## config.mk

```make
export PLATFORM = sky130hd
export DESIGN_NAME = instruction_fetch_unit_porc2
export DESIGN_NICKNAME = d
export VERILOG_FILES = /design/src/rtl/instruction_fetch_unit_porc2_pkg.sv /design/src/rtl/instruction_fetch_unit_porc2_fifo.sv /design/src/rtl/instruction_fetch_unit_porc2.sv
export SDC_FILE = /design/constraint.sdc
export NUM_CORES = 1
export LEC_CHECK = 0
export CAP_MARGIN = 20
export CORE_ASPECT_RATIO = 1.5
export CORE_UTILIZATION = 35
export DETAILED_ROUTE_END_ITERATION = 6
export GPL_TIMING_DRIVEN = 0
export PLACE_DENSITY = 0.5
export SLEW_MARGIN = 20
export SYNTH_ARGS = -nofsm -noshare
export SYNTH_HDL_FRONTEND = slang
export SYNTH_HIERARCHICAL = 1
export SYNTH_SLANG_ARGS = --single-unit
```

## constraint.sdc

```tcl
create_clock -name clk -period 4.6 [get_ports clk]
set_clock_uncertainty 0.1 [all_clocks]
set_input_delay 0.69 -clock clk [delete_from_list [all_inputs] [get_ports clk]]
set_output_delay 0.69 -clock clk [all_outputs]
set_load 0.02 [all_outputs]
```

## src/rtl/instruction_fetch_unit_porc2_pkg.sv

```systemverilog
// Shared constants and entry layout for the pORC2 instruction fetch front end.
package pORC2_fetch_pkg;

  localparam int INSTRUCTIONWIDTH = 16;
  localparam logic [15:0] DEFAULT_RESETVECTOR = 16'h0000;

  // Queue entry layout at the default 16-bit PC width: instruction in the upper bits.
  typedef struct packed {
    logic [INSTRUCTIONWIDTH-1:0] instruction;
    logic [15:0]                 pc;
  } fetch_entry_t;

endpackage

```

## src/rtl/instruction_fetch_unit_porc2_fifo.sv

```systemverilog
// Power-of-two ring buffer with synchronous flush; the caller never pushes when full
// or pops when empty, so no overflow protection is built in.
module FIFO_pORC2 #(
  parameter int WIDTH = 16,
  parameter int DEPTH = 4
) (
  input  logic                       clk,
  input  logic                       rst_n,
  input  logic                       en,
  input  logic                       flush,
  input  logic                       push,
  input  logic [WIDTH-1:0]           push_data,
  input  logic                       pop,
  output logic [WIDTH-1:0]           head,
  output logic [$clog2(DEPTH+1)-1:0] count
);

  localparam int AW = $clog2(DEPTH);

  logic [WIDTH-1:0] mem [DEPTH];
  logic [AW-1:0]    rd_ptr;
  logic [AW-1:0]    wr_ptr;

  always_ff @(posedge clk or negedge rst_n) begin
    if (!rst_n) begin
      rd_ptr <= '0;
      wr_ptr <= '0;
      count  <= '0;
    end else if (en) begin
      if (flush) begin
        rd_ptr <= '0;
        wr_ptr <= '0;
        count  <= '0;
      end else begin
        if (push) wr_ptr <= wr_ptr + 1'b1;
        if (pop)  rd_ptr <= rd_ptr + 1'b1;
        case ({push, pop})
          2'b10:   count <= count + 1'b1;
          2'b01:   count <= count - 1'b1;
          default: count <= count;
        endcase
      end
    end
  end

  // Storage needs no reset: head is only looked at while count is non-zero.
  always_ff @(posedge clk) begin
    if (en && push && !flush) mem[wr_ptr] <= push_data;
  end

  assign head = mem[rd_ptr];

endmodule

```

## src/rtl/instruction_fetch_unit_porc2.sv

```systemverilog
// pORC2 fetch stage: PC, credit-limited in-order memory requests, an instruction
// queue toward the decoder, and stale-response dropping after a redirect.
module instruction_fetch_unit_porc2
  import pORC2_fetch_pkg::*;
#(
  parameter int                      DATABITWIDTH = 16,
  parameter int                      QUEUEDEPTH   = 4,
  parameter logic [DATABITWIDTH-1:0] RESETVECTOR  = DATABITWIDTH'(DEFAULT_RESETVECTOR)
) (
  input  logic                        clk,
  input  logic                        async_rst_n,
  input  logic                        clk_en,
  output logic                        InstMemReqValid,
  input  logic                        InstMemReqReady,
  output logic [DATABITWIDTH-1:0]     InstMemReqAddr,
  input  logic                        InstMemRespValid,
  input  logic [INSTRUCTIONWIDTH-1:0] InstMemRespData,
  input  logic                        RedirectValid,
  input  logic [DATABITWIDTH-1:0]     RedirectAddr,
  input  logic                        DecoderReady,
  output logic                        FetchedInstructionValid,
  output logic [INSTRUCTIONWIDTH-1:0] FetchedInstruction,
  output logic [DATABITWIDTH-1:0]     FetchedInstructionPC
);

  localparam int CW = $clog2(QUEUEDEPTH + 1);
  localparam int EW = INSTRUCTIONWIDTH + DATABITWIDTH;

  logic [DATABITWIDTH-1:0] pc;
  logic [CW-1:0]           stale;
  logic [CW-1:0]           outstanding;
  logic [CW-1:0]           q_count;
  logic [CW:0]             credit_used;
  logic [EW-1:0]           q_head;
  logic [DATABITWIDTH-1:0] inflight_pc;
  logic                    allowed;
  logic                    req_fire;
  logic                    resp;
  logic                    drop;
  logic                    enq;
  logic                    deq;
  logic                    flush;

  // Handshake rule on both sides: a transfer happens only in a cycle where valid
  // and ready are both high with clk_en high; valid never waits on ready.
  assign flush       = clk_en & RedirectValid;
  assign resp        = clk_en & InstMemRespValid;
  assign drop        = resp & ((stale != '0) | RedirectValid);
  assign enq         = resp & ~drop;

  // Live in-flight requests (outstanding minus stale) reserve queue slots.
  assign credit_used = {1'b0, q_count} + {1'b0, outstanding} - {1'b0, stale};
  assign allowed     = (credit_used < (CW+1)'(QUEUEDEPTH)) && (outstanding < CW'(QUEUEDEPTH));

  assign InstMemReqValid = allowed & clk_en & ~RedirectValid & async_rst_n;
  assign InstMemReqAddr  = pc;
  assign req_fire        = InstMemReqValid & InstMemReqReady;

  assign FetchedInstructionValid = (q_count != '0) & clk_en & ~RedirectValid;
  assign deq                     = FetchedInstructionValid & DecoderReady;
  assign FetchedInstruction      = FetchedInstructionValid ? q_head[EW-1 -: INSTRUCTIONWIDTH] : '0;
  assign FetchedInstructionPC    = FetchedInstructionValid ? q_head[DATABITWIDTH-1:0] : '0;

  always_ff @(posedge clk or negedge async_rst_n) begin
    if (!async_rst_n) begin
      pc    <= RESETVECTOR;
      stale <= '0;
    end else if (clk_en) begin
      if (RedirectValid) begin
        pc    <= RedirectAddr;
        stale <= outstanding - CW'(resp);
      end else begin
        if (req_fire)               pc    <= pc + 1'b1;
        if (resp && stale != '0)    stale <= stale - 1'b1;
      end
    end
  end

  // Address FIFO is never flushed: stale responses still retire their own entry,
  // and its count is the outstanding-request counter.
  FIFO_pORC2 #(.WIDTH(DATABITWIDTH), .DEPTH(QUEUEDEPTH)) u_addr_fifo (
    .clk       (clk),
    .rst_n     (async_rst_n),
    .en        (clk_en),
    .flush     (1'b0),
    .push      (req_fire),
    .push_data (pc),
    .pop       (resp),
    .head      (inflight_pc),
    .count     (outstanding)
  );

  FIFO_pORC2 #(.WIDTH(EW), .DEPTH(QUEUEDEPTH)) u_inst_queue (
    .clk       (clk),
    .rst_n     (async_rst_n),
    .en        (clk_en),
    .flush     (flush),
    .push      (enq),
    .push_data ({InstMemRespData, inflight_pc}),
    .pop       (deq),
    .head      (q_head),
    .count     (q_count)
  );

  resp_needs_request: assert property (@(posedge clk) disable iff (!async_rst_n)
    resp |-> (outstanding != '0));

endmodule

```

==> impl_metrics.tcl, run 1 <==
set metrics [dict create \
    outcome "finished, final reports clean" \
    place_ws_ns 0.564 \
    powerDensity_nw_per_um2 471 \
    setup_viol 0 \
    finished_cell_area_sq_um 11900 \
    htreeDepth 1 \
    synth_sequential_area_ratio 0.682 \
    dp.final_hpwl_microns 13400 \
    worst-path-buf-inv 3 \
    synth-warning-count 6 \
    slew_violations 0 \
    place.port_buffers 88 \
    clockRootBuffer "sky130_fd_sc_hd__clkbuf_16" \
    synth.most_common_cell "sky130_fd_sc_hd__edfxtp_1" \
    critPathKind "in2out" \
    post_synth_design_cell_area_sq_um 9670 \
    critical_path.endpoint_type "primary output" \
    cts_buffer_depth 3 \
    hold_crit_path_type "reg2reg" \
    setup.worst_path.start_class "input port" \
    dr.first_iter.drc_count 245 \
    worstPathCellList "clkdlybuf4s50_1 -> o311a_2 -> clkbuf_1 -> and2_1 -> clkdlybuf4s50_1" \
    number_of_flops_mapped_to_enable_cells_by_yosys 192 \
    drt-vias-per-instance 5.06 \
    fillers 2438 \
    die_height_microns 206 \
    first_global_vias 5573 \
    number_of_instances_in_the_placed_design 1000 \
    worst_ep_arrival_time_ns 3.15 \
    detailed_place.area_sq_um 11100 \
    critPathMaxStageDelay_ns 0.69 \
    min_delay_path_depth 1 \
    remaining_drc_errors 0 \
    cts_inserted_buffers 22 \
    cpMaxStageDelayCell "sky130_fd_sc_hd__clkdlybuf4s50_1" \
    regToRegSetupSlack_ns 0.96 \
    report.power.total_w 0.00560 \
    worst_skew_pair.late_latency_ns 0.50 \
    vdd_ir_drop_max_v 0.000302 \
    worstPathRequired_ns 3.81 \
    initial_utilization 0.355 \
    async_reset_ff_frac 0.147 \
    timing.setup.tns_ns 0 \
    totalWireLength_microns 19800 \
    synth_area_leaders "sky130_fd_sc_hd__edfxtp_1, sky130_fd_sc_hd__mux4_2, sky130_fd_sc_hd__dfrtp_1, sky130_fd_sc_hd__and2_1, sky130_fd_sc_hd__ha_1" \
    fp.dieArea_sq_um 28300 \
    syn-mean-instance-area_sq_um 17.1 \
    gp_congestion 0.826 \
    path_clk_slew_ns 0.06 \
    grt_first_pass_wirelength_microns 30900 \
    fmax_ghz 0.254 \
    synth_cell_count_leaders "sky130_fd_sc_hd__edfxtp_1, sky130_fd_sc_hd__mux4_2, sky130_fd_sc_hd__and2_1, sky130_fd_sc_hd__dfrtp_1, sky130_fd_sc_hd__inv_1" \
    crit_path_top_cell_by_count "sky130_fd_sc_hd__clkdlybuf4s50_1" \
    final_cell_count_no_fill 1041 \
    postSynthCellCount 565 \
    placeableCoreArea_sq_um 27200 \
    post_route_cells_drive_above_1_share 0.180 \
    track_usage 0.145 \
    num_io_pins 89 \
    avgRoutedWirePerCell_microns 19.0 \
    timing.hold.worst_endpoint "u_addr_fifo/wr_ptr[0]" \
    hold_viol_final 0 \
    initial_antenna_violation_count 0 \
    grt_max_degree 26 \
    syn2layout_area_growth_pct 23.0 \
    cts_tree "yes" \
    die-width_microns 138 \
    clkSinkCount 225 \
    fin_crit_sh 0.856 \
    cpLargestDelayFamily "buffers and inverters" \
    layout_setup_ws_ns 0.662 \
    antenna_left 0 \
    critical_path.startpoint "clk_en" \
    hold_path.startpoint "u_addr_fifo/wr_ptr[0]" \
    ys_seq_elements 225 \
    grt_setup_unrepaired "no" \
    quantity_of_gates_resized_following_cts 0 \
    period_needed_ns 3.94 \
    synth_top_cell_area_share 0.596 \
    synth-main-ff-cell "sky130_fd_sc_hd__edfxtp_1" \
    synthesis.nets 624 \
    worstReg2RegEnd "u_addr_fifo/mem[1][9]" \
    antenna_cells 0 \
    synth.lib_cells_used.distinct 68 \
    drv.max_cap_violation_count 0 \
    grt.overflow.total 0 \
    num-nets-final 742 \
    critical_path_peak_fanout 10 \
    core.rowCount 74 \
    max_slew_margin 0.387 \
    dr.pass1.iters 4 \
    total_leakage_power_nw 4.06 \
    vias 5269 \
    yosysTopAreaCell "sky130_fd_sc_hd__edfxtp_1" \
    crit-reg2reg-launch "stale[2]" \
    r2r_cells 8 \
    measured_slew_at_the_worst_slew_check_pin_ns 0.920 \
]
-- cell families after synthesis --
logic type               after synthesis  share of synthesized area
AO/OA/AOI/OAI                         83                     0.0597
XOR/XNOR                               5                    0.00531
adder cells (fa/ha/maj)               20                     0.0290
buffers and inverters                 54                     0.0295
flip-flops                           225                      0.682
multiplexers                          52                      0.118
other                                  1                   0.000388
AND/OR/NAND/NOR                      125                     0.0769
-- worst register-to-register path, stage by stage (launching register included) --
cell                      delay (ns)
sky130_fd_sc_hd__dfrtp_1        0.42
sky130_fd_sc_hd__inv_1          0.09
sky130_fd_sc_hd__fa_1           0.49
sky130_fd_sc_hd__ha_1           0.35
sky130_fd_sc_hd__nor2_1         0.14
sky130_fd_sc_hd__nand3_2        0.19
sky130_fd_sc_hd__a21oi_4        0.41
sky130_fd_sc_hd__buf_2          0.28
sky130_fd_sc_hd__and3_1         0.79
-- worst max-delay path by stage --
stage                                     to  slack (ns)  depth (start not counted)
CTS                 FetchedInstructionPC[12]        0.55                          5
global route         FetchedInstructionPC[7]        0.53                          5
global placement       u_addr_fifo/mem[0][1]       -0.28                          6
finish              FetchedInstructionPC[12]        0.66                          5
floorplan               u_addr_fifo/count[2]        1.40                         13
detailed placement  FetchedInstructionPC[12]        0.56                          5
-- sequential cells by signal (all words and copies together) (netlist names) --
signal / flops
u_addr_fifo/wr_ptr: 2
stale: 3
InstMemReqAddr: 16
u_addr_fifo/count: 3
u_inst_queue/rd_ptr: 2
u_addr_fifo/mem: 64
u_addr_fifo/rd_ptr: 2
u_inst_queue/wr_ptr: 2
u_inst_queue/count: 3
u_inst_queue/mem: 128
-- layer usage --
layer	track usage	vias to the layer above	routed length, microns
met4	0.0411	0	353
li1	-	2454	-
met5	0	-	0
met2	0.270	120	10700
met3	0.0185	21	746
met1	0.173	2674	7990
-- power breakdown --
group / switching [W] / internal [W]
Sequential: 0.000181 / 0.00236
Clock: 0.000750 / 0.00122
Combinational: 0.000567 / 0.000514
-- cell type report --
cell class | instances | area (sq um) | area share
Multi-Input combinational cell | 286 | 2800 | 0.235
Buffer | 27 | 184 | 0.0155
Clock buffer | 25 | 562 | 0.0472
Timing Repair Buffer | 94 | 986 | 0.0829
Tap cell | 342 | 428 | 0.0360
Sequential cell | 225 | 6590 | 0.554
Clock inverter | 15 | 248 | 0.0208
Inverter | 27 | 101 | 0.00852
-- placed cells by master (no fill, tap or decap), drive strengths merged, types with 6 or more instances in the layout --
master         Yosys  final
clkinv             0      6
ha                16     16
clkbuf             6     31
clkdlybuf4s50      0     87
bufinv             0      6
a21oi             18     18
buf               21     27
nor2              10     10
o21ai             30     30
mux4              48     48
inv               27     27
nand3             12     12
dfrtp             33     33
and3              10     10
and4               7      7
nand2             24     24
edfxtp           192    192
and2              36     36
-- stage by stage --
stage	hold WS, ns	utilization
2_1_floorplan	0.294	-
3_3_place_gp	0.417	0.403
3_5_place_dp	0.439	0.407
4_1_cts	0.446	0.437
5_1_grt	0.481	0.437
6_report	0.441	0.437
-- timing repair --
action / in CTS / in global routing
endpoints found under the setup margin: 0 / 0
hold buffers: 1 / 0
endpoints found under the hold margin: 10 / 0
setup buffers: 0 / 0
Power figures use the tool's default switching activity.
==> run 2, diff against run 1 <==
- SKIP_CTS_REPAIR_TIMING: unset -> 1
==> results of run 2 <==
The final DEF is identical to that of run 1; final timing and power are the same.
